## src/rtl/rv_fork_source_pkg.sv

```systemverilog
// Shared types and helpers for the rv_fork_source ready/valid fork transmitter.
package rv_fork_pkg;

    localparam int DEF_WIDTH = 5;
    localparam int DEF_DEPTH = 2;
    localparam int DEF_LANES = 3;
    localparam int PTR_W     = $clog2(DEF_DEPTH);
    localparam int LANE_W    = $clog2(DEF_LANES);

    typedef struct packed {
        logic                 res;
        logic [DEF_WIDTH-1:0] data;
    } entry_t;

    // Operands arrive zero-extended; bits at or above w are ignored.
    function automatic logic reduce_res(input logic [31:0] in1, input logic [31:0] in2,
                                        input int unsigned w);
        logic [31:0] mask;
        mask = (w >= 32) ? '1 : ((32'd1 << w) - 32'd1);
        return (|(in1 & mask)) & (&(in2 | ~mask));
    endfunction

endpackage

```

## src/rtl/rv_fork_source_if.sv

```systemverilog
// Upstream sample port plus the handshake / handshake_arr downstream channels.
interface rv_fork_source_if #(
    parameter int WIDTH = 5,
    parameter int LANES = 3
);
    logic             in_valid;
    logic             in_ready;
    logic [WIDTH-1:0] in1;
    logic [WIDTH-1:0] in2;
    logic             handshake_valid;
    logic             handshake_ready;
    logic             out;
    logic [LANES-1:0] handshake_arr_valid;
    logic [LANES-1:0] handshake_arr_ready;
    logic [WIDTH-1:0] lane_data;

    modport master (
        input  in_valid, in1, in2, handshake_ready, handshake_arr_ready,
        output in_ready, handshake_valid, out, handshake_arr_valid, lane_data
    );

    modport slave (
        output in_valid, in1, in2, handshake_ready, handshake_arr_ready,
        input  in_ready, handshake_valid, out, handshake_arr_valid, lane_data
    );
endinterface

```

## src/rtl/rv_fork_source_fifo.sv

```systemverilog
// Small synchronous FIFO with a combinational head view; async active-high reset.
module rv_fork_fifo #(
    parameter int DW    = 6,
    parameter int DEPTH = 2
) (
    input  logic          clk,
    input  logic          rst,
    input  logic          push_i,
    input  logic          pop_i,
    input  logic [DW-1:0] wdata_i,
    output logic          full_o,
    output logic          empty_o,
    output logic [DW-1:0] head_o
);
    localparam int PW = (DEPTH > 1) ? $clog2(DEPTH) : 1;
    localparam int CW = $clog2(DEPTH + 1);

    logic [DW-1:0] mem_q [DEPTH];
    logic [PW-1:0] rd_ptr_q, rd_ptr_d;
    logic [PW-1:0] wr_ptr_q, wr_ptr_d;
    logic [CW-1:0] count_q, count_d;
    logic          do_push, do_pop;

    assign full_o  = (count_q == CW'(DEPTH));
    assign empty_o = (count_q == '0);
    assign do_push = push_i && !full_o;
    assign do_pop  = pop_i && !empty_o;
    assign head_o  = mem_q[rd_ptr_q];

    // DEPTH is a power of two, so pointers wrap naturally.
    always_comb begin
        rd_ptr_d = rd_ptr_q;
        wr_ptr_d = wr_ptr_q;
        count_d  = count_q + CW'(do_push) - CW'(do_pop);
        if (do_push) wr_ptr_d = wr_ptr_q + 1'b1;
        if (do_pop)  rd_ptr_d = rd_ptr_q + 1'b1;
    end

    always_ff @(posedge clk or posedge rst) begin
        if (rst) begin
            rd_ptr_q <= '0;
            wr_ptr_q <= '0;
            count_q  <= '0;
        end else begin
            rd_ptr_q <= rd_ptr_d;
            wr_ptr_q <= wr_ptr_d;
            count_q  <= count_d;
        end
    end

    always_ff @(posedge clk) begin
        if (do_push) mem_q[wr_ptr_q] <= wdata_i;
    end

endmodule

```

## src/rtl/rv_fork_source.sv

```systemverilog
// Ready/valid fork source: each buffered entry is sent as a 1-bit result and as lane data
// on a round-robin lane. Optional checks enabled by RV_FORK_SOURCE_ASSERT_EN.
module rv_fork_source
    import rv_fork_pkg::*;
#(
    parameter int WIDTH = DEF_WIDTH,
    parameter int DEPTH = DEF_DEPTH,
    parameter int LANES = DEF_LANES
) (
    input logic               CLK,
    input logic               ASYNCRESET,
    rv_fork_source_if.master  bus
);
    localparam int LB = (LANES > 1) ? $clog2(LANES) : 1;

    typedef struct packed {
        logic             res;
        logic [WIDTH-1:0] data;
    } head_t;

    head_t         wentry, head;
    logic          full, empty, push, pop;
    logic          rdy_q;
    logic          p_done_q, p_done_d;
    logic          l_done_q, l_done_d;
    logic [LB-1:0] rr_ptr_q, rr_ptr_d;
    logic          p_hs, l_hs, lane_active;

    assign wentry.res  = reduce_res(32'(bus.in1), 32'(bus.in2), WIDTH);
    assign wentry.data = bus.in1 ^ bus.in2;

    // rdy_q keeps in_ready low throughout reset without using the reset net as data.
    assign bus.in_ready = rdy_q && !full;
    assign push         = bus.in_valid && bus.in_ready;

    rv_fork_fifo #(
        .DW    ($bits(head_t)),
        .DEPTH (DEPTH)
    ) u_fifo (
        .clk     (CLK),
        .rst     (ASYNCRESET),
        .push_i  (push),
        .pop_i   (pop),
        .wdata_i (wentry),
        .full_o  (full),
        .empty_o (empty),
        .head_o  (head)
    );

    assign bus.handshake_valid = !empty && !p_done_q;
    assign bus.out             = empty ? 1'b0 : head.res;
    assign bus.lane_data       = empty ? '0 : head.data;
    assign lane_active         = !empty && !l_done_q;

    for (genvar gi = 0; gi < LANES; gi++) begin : g_lane
        assign bus.handshake_arr_valid[gi] = lane_active && (rr_ptr_q == LB'(gi));
    end

    // Only the selected lane can be valid, so readies on other lanes drop out here.
    assign p_hs = bus.handshake_valid && bus.handshake_ready;
    assign l_hs = |(bus.handshake_arr_valid & bus.handshake_arr_ready);
    assign pop  = !empty && (p_done_q || p_hs) && (l_done_q || l_hs);

    always_comb begin
        p_done_d = p_done_q || p_hs;
        l_done_d = l_done_q || l_hs;
        rr_ptr_d = rr_ptr_q;
        if (pop) begin
            p_done_d = 1'b0;
            l_done_d = 1'b0;
            rr_ptr_d = (rr_ptr_q == LB'(LANES - 1)) ? '0 : rr_ptr_q + 1'b1;
        end
    end

    always_ff @(posedge CLK or posedge ASYNCRESET) begin
        if (ASYNCRESET) begin
            rdy_q    <= 1'b0;
            p_done_q <= 1'b0;
            l_done_q <= 1'b0;
            rr_ptr_q <= '0;
        end else begin
            rdy_q    <= 1'b1;
            p_done_q <= p_done_d;
            l_done_q <= l_done_d;
            rr_ptr_q <= rr_ptr_d;
        end
    end

`ifdef RV_FORK_SOURCE_ASSERT_EN
    a_hs_hold: assert property (@(posedge CLK) disable iff (ASYNCRESET)
        bus.handshake_valid && !bus.handshake_ready |=> bus.handshake_valid && $stable(bus.out));

    for (genvar gi = 0; gi < LANES; gi++) begin : g_lane_chk
        a_lane_hold: assert property (@(posedge CLK) disable iff (ASYNCRESET)
            bus.handshake_arr_valid[gi] && !bus.handshake_arr_ready[gi]
            |=> bus.handshake_arr_valid[gi] && $stable(bus.lane_data));
    end

    a_onehot: assert property (@(posedge CLK) disable iff (ASYNCRESET)
        $onehot0(bus.handshake_arr_valid));

    a_no_push_full: assert property (@(posedge CLK) disable iff (ASYNCRESET)
        !(push && full));
`endif

endmodule

```

## src/flat_wrapper.sv

```systemverilog
// flat-port wrapper written by rule: the top's interface ports become plain ports
module rv_fork_source_flat import rv_fork_pkg::*;
#(
    parameter int WIDTH = DEF_WIDTH,
    parameter int DEPTH = DEF_DEPTH,
    parameter int LANES = DEF_LANES
)
  (CLK, ASYNCRESET, bus_in_valid, bus_in1, bus_in2, bus_handshake_ready, bus_handshake_arr_ready, bus_in_ready, bus_handshake_valid, bus_out, bus_handshake_arr_valid, bus_lane_data);
  rv_fork_source_if #(.WIDTH(WIDTH), .LANES(LANES)) bus_i ();
  input logic CLK;
  input logic ASYNCRESET;
  input wire logic [$bits(bus_i.in_valid)-1:0] bus_in_valid;
  input wire logic [$bits(bus_i.in1)-1:0] bus_in1;
  input wire logic [$bits(bus_i.in2)-1:0] bus_in2;
  input wire logic [$bits(bus_i.handshake_ready)-1:0] bus_handshake_ready;
  input wire logic [$bits(bus_i.handshake_arr_ready)-1:0] bus_handshake_arr_ready;
  output wire logic [$bits(bus_i.in_ready)-1:0] bus_in_ready;
  output wire logic [$bits(bus_i.handshake_valid)-1:0] bus_handshake_valid;
  output wire logic [$bits(bus_i.out)-1:0] bus_out;
  output wire logic [$bits(bus_i.handshake_arr_valid)-1:0] bus_handshake_arr_valid;
  output wire logic [$bits(bus_i.lane_data)-1:0] bus_lane_data;
  assign bus_i.in_valid = bus_in_valid;
  assign bus_i.in1 = bus_in1;
  assign bus_i.in2 = bus_in2;
  assign bus_i.handshake_ready = bus_handshake_ready;
  assign bus_i.handshake_arr_ready = bus_handshake_arr_ready;
  assign bus_in_ready = bus_i.in_ready;
  assign bus_handshake_valid = bus_i.handshake_valid;
  assign bus_out = bus_i.out;
  assign bus_handshake_arr_valid = bus_i.handshake_arr_valid;
  assign bus_lane_data = bus_i.lane_data;
  rv_fork_source #(.WIDTH(WIDTH), .DEPTH(DEPTH), .LANES(LANES)) u_core (.CLK(CLK), .ASYNCRESET(ASYNCRESET), .bus(bus_i));
endmodule
```

## config.mk

```make
export PLATFORM = sky130hd
export DESIGN_NAME = rv_fork_source_flat
export DESIGN_NICKNAME = d
export VERILOG_FILES = /design/src/rtl/rv_fork_source_pkg.sv /design/src/rtl/rv_fork_source_if.sv /design/src/rtl/rv_fork_source_fifo.sv /design/src/rtl/rv_fork_source.sv /design/src/flat_wrapper.sv
export SDC_FILE = /design/constraint.sdc
export NUM_CORES = 1
export LEC_CHECK = 0
export ABC_AREA = 1
export ABC_CLOCK_PERIOD_IN_PS = 2700
export CORE_MARGIN = 2
export CORE_UTILIZATION = 50
export CTS_BUF_LIST = sky130_fd_sc_hd__clkbuf_4
export DETAILED_ROUTE_END_ITERATION = 7
export GPL_TIMING_DRIVEN = 0
export PLACE_DENSITY = 0.91
export RECOVER_POWER = 100
export SLEW_MARGIN = 5
export SYNTH_ARGS = -nofsm -noshare
export SYNTH_HDL_FRONTEND = slang
export SYNTH_HIERARCHICAL = 1
export SYNTH_SLANG_ARGS = --single-unit
```

## constraint.sdc

```tcl
create_clock -name CLK -period 2.7 [get_ports CLK]
set_input_delay 0.675 -clock CLK [delete_from_list [all_inputs] [get_ports CLK]]
set_output_delay 0.675 -clock CLK [all_outputs]
set_load 0.05 [all_outputs]
```

==> impl_metrics.csv <==
group,metric,value,unit
hold_path,min_path_type,"flop to flop",
drt,vias,940,
sta,relSlewSlack,58.8,%
yosys,synthDistinctLibCells,23,
critical_path,path_depth,7,
global_route,grt-ovfl-total,0,
critical_path,slowest_delay,0.81,ns
critical_path,cp.arrival,1.96,ns
clocking,clkLatencyLatePin,0.30,ns
yosys,synth_xor_area_share,3.86,%
critical_path,start_kind,"flop",
global_route,grt_pass1_wl,3590,um
cells_and_area,antenna_cells,0,
drt,drc,0,
sta,max_freq,380,MHz
sta,min_period_over_period,97.4,%
placed_design,io_buffers,27,
critical_path,path_buf_inv,4,
yosys,netlist_area,1130,um2
critical_path,rr_worst_depth,17,
cells_and_area,synthToLayoutAreaGrowth,25.4,%
yosys,synth_common_cells,"nand2_1 (34), inv_1 (27), edfxtp_1 (12), nor2_1 (12), dfrtp_1 (9)",
cells_and_area,nFillCells,190,
critical_path,rr_endpoint,"u_core/u_fifo/count_q[1]$_DFF_PP0_",
yosys,post-synth-top-area-fraction,31.8,%
cells_and_area,layout-drive-gt1-share,10.9,%
yosys,synth_nets,153,
drt,viasPerCell,4.87,
floorplanning,fp.dieH,51.6,um
sta,finalSetupViolCount,0,
floorplanning,start_util,52.2,%
yosys,synth_fa_ha_area_share,2.21,%
power,power,1.62,mW
yosys,async_flop_share,42.9,%
drt,drt_iter0_markers,30,
floorplanning,coreArea,2170,um2
floorplanning,die_area,2660,um2
critical_path,cpMostUsedCell,"nand2_1",
cells_and_area,nNetsFinal,185,
critical_path,cpMaxStageDelayCell,"clkdlybuf4s50_1",
clocking,ctsRootBufferMaster,"clkbuf_4",
yosys,yosys_warnings,6,
clocking,cts_hold_buf,0,
clocking,post_cts_resize_count,3,
drt,dr.pass1.iters,4,
cells_and_area,multiInputGateArea,404,um2
sta,finalCriticalPeriod,2.63,ns
power,switchingPower,0.845,mW
floorplanning,rows,17,
yosys,yosys.area_share.simple,27.7,%
placed_design,place.gp.congestion,0.734,
yosys,ys_ff_latch,21,
floorplanning,io_pins,28,
critical_path,cp-startpoint,"u_core/u_fifo/rd_ptr_q$_DFFE_PP0P_",
sta,worstMarginPinSlew,0.621,ns
critical_path,r2r_slack,0.35,ns
sta,clock_skew,0.00369,ns
critical_path,endpoint_kind,"output port",
drt,routedWlPerCell,11.4,um
global_route,track_usage,18.5,%
flow_run,drv_cap,0,
placed_design,dp_cells,189,
placed_design,dp_hpwl,1800,um
yosys,ys_seq_area_share,51.7,%
critical_path,worstPathMaxFanout,8,
critical_path,path_delay_family,"buffers and inverters",
yosys,synthMuxAreaShare,0,%
drt,wirelength,2200,um
critical_path,crit_chain,"buf_6, inv_4, nand2_1, nand2_1, inv_1, nor2_1, clkdlybuf4s50_1",
yosys,synth_ff_type,"edfxtp_1",
critical_path,endpoint,"bus_out",
global_route,grt_max_degree,12,
global_route,grt_pass1_vias,963,
yosys,avgSynthCellArea,8.46,um2
cells_and_area,regArea,586,um2
floorplanning,die_width,51.6,um
status,status,"completed",
hold_path,holdPathStages,2,
critical_path,worstReg2RegStart,"u_core/u_fifo/count_q[1]$_DFF_PP0_",
power,powerDensity,1140,nW/um2
yosys,synth_edf_count,12,
power,ir_drop,0.652,mV
yosys,synth_compound_area_share,2.10,%
power,pwr-share-clk,9.6,%
power,internal_power,0.774,mW
hold_path,hold_start,"u_core/u_fifo/wr_ptr_q$_DFFE_PP0N_",
critical_path,cp_data_required_time,2.03,ns
clocking,clockBufferDepth,2,
yosys,synth_area_leaders,"edfxtp_1 (32%), dfrtp_1 (20%), nand2_1 (11%), inv_1 (8.9%), nor2_1 (4.0%)",
yosys,synth_top_family_by_area,"simple AND/OR/NAND/NOR gates",
cells_and_area,instances_no_fill,193,
yosys,synth_most_common_cell,"nand2_1",
clocking,cts_tree,"built",
yosys,yosysTopAreaCell,"edfxtp_1",
clocking,htreeDepth,1,
clocking,cts_buffers,3,
power,combPwrFrac,60.6,%
yosys,syn-instance-count,134,
clocking,clk_pin_slew,0.11,ns
sta,finalHoldWorstSlack,0.492,ns
critical_path,critPathKind,"flop to output port",
clocking,cts.sinks,21,
power,p_leak,0.717,nW
sta,maxSlewViolCount,0,
sta,hold_violations,0,
power,p_sw_share,52.2,%
global_route,antenna_found_initial,0,
clocking,cts_setup_buffers,0,
power,p_seq_share,29.8,%
drt,ant_nets,0,
## cells in the final DEF, fill, tap and decap left out, types with 5 or more instances in the layout
cell type and count:
inv_1 28, nor2_1 12, dfrtp_1 9, nand3_1 7, clkbuf_1 5, edfxtp_1 12
xor2_1 5, clkdlybuf4s50_1 12, nand2_1 35, dlygate4sd3_1 7
## through the flow
| stage | worst slack, ns | TNS (ns) | cell area, um2 | util [%] |
|---|---|---|---|---|
| finish | 0.0689 | 0 | 1420 | 65.5 |
| global route | -0.0131 | -0.0341 | 1420 | 65.5 |
| CTS | 0.0323 | 0 | 1470 | 67.5 |
| detailed placement | 0.154 | 0 | 1440 | 66.3 |
| global placement | 0.215 | 0 | 1440 | 66.3 |
| floorplan | 0.148 | 0 | 1130 | - |
## cell type report
class,count,area share (%)
timing repair buffer,27,16.1
inverter,30,8.10
sequential,21,41.2
tap,28,2.46
buffer,2,1.58
multi-input combinational,81,28.4
clock buffer,4,2.11
## power by group through the flow
stage / clock, mW / combinational, mW / sequential, mW
2_1_floorplan: 0 / 0.773 / 0.475
3_3_place_gp: 0 / 1.02 / 0.480
3_5_place_dp: 0 / 1.06 / 0.489
4_1_cts: 0.160 / 1.05 / 0.481
5_1_grt: 0.175 / 1.07 / 0.492
6_report: 0.155 / 0.980 / 0.483
## cells by family (layout without fill, tap and decap cells)
family | Yosys count | count (layout)
fa+ha+maj | 2 | 2
other cells | 1 | 1
flops | 21 | 21
compound gates | 4 | 4
xor+xnor | 5 | 5
buf+inv | 32 | 63
simple gates | 69 | 69
## state kept, by name, summed over array words and instances (netlist names)
name and count:
u_core/u_fifo/wr_ptr_q 1, u_core/p_done_q 1, u_core/l_done_q 1, u_core/u_fifo/rd_ptr_q 1
u_core/u_fifo/mem_q 12, u_core/rdy_q 1, u_core/u_fifo/count_q 2, u_core/rr_ptr_q 2
## tightest hold or removal path, cell delays in order (launching register included)
cell,delay [ns]
dfrtp_1,0.36
nand2_1,0.06
nand2_1,0.05
## layer usage
layer | global-route usage, % | vias up | part of all wire, %
li1 | - | 467 | -
met1 | 15.2 | 436 | 37
met2 | 39.5 | 32 | 57
met3 | 1.72 | 5 | 4.0
met4 | 12.3 | 0 | 2.4
met5 | 0 | - | 0
## worst min path at each step
stage                                          to  slack (ns)
2_1_floorplan  u_core/u_fifo/count_q[0]$_DFF_PP0_        0.44
3_3_place_gp   u_core/u_fifo/wr_ptr_q$_DFFE_PP0N_        0.45
3_5_place_dp   u_core/u_fifo/wr_ptr_q$_DFFE_PP0N_        0.47
4_1_cts        u_core/u_fifo/wr_ptr_q$_DFFE_PP0N_        0.49
5_1_grt        u_core/u_fifo/wr_ptr_q$_DFFE_PP0N_        0.51
6_report       u_core/u_fifo/wr_ptr_q$_DFFE_PP0N_        0.49
No activity file was read; power rests on OpenSTA's default activity.
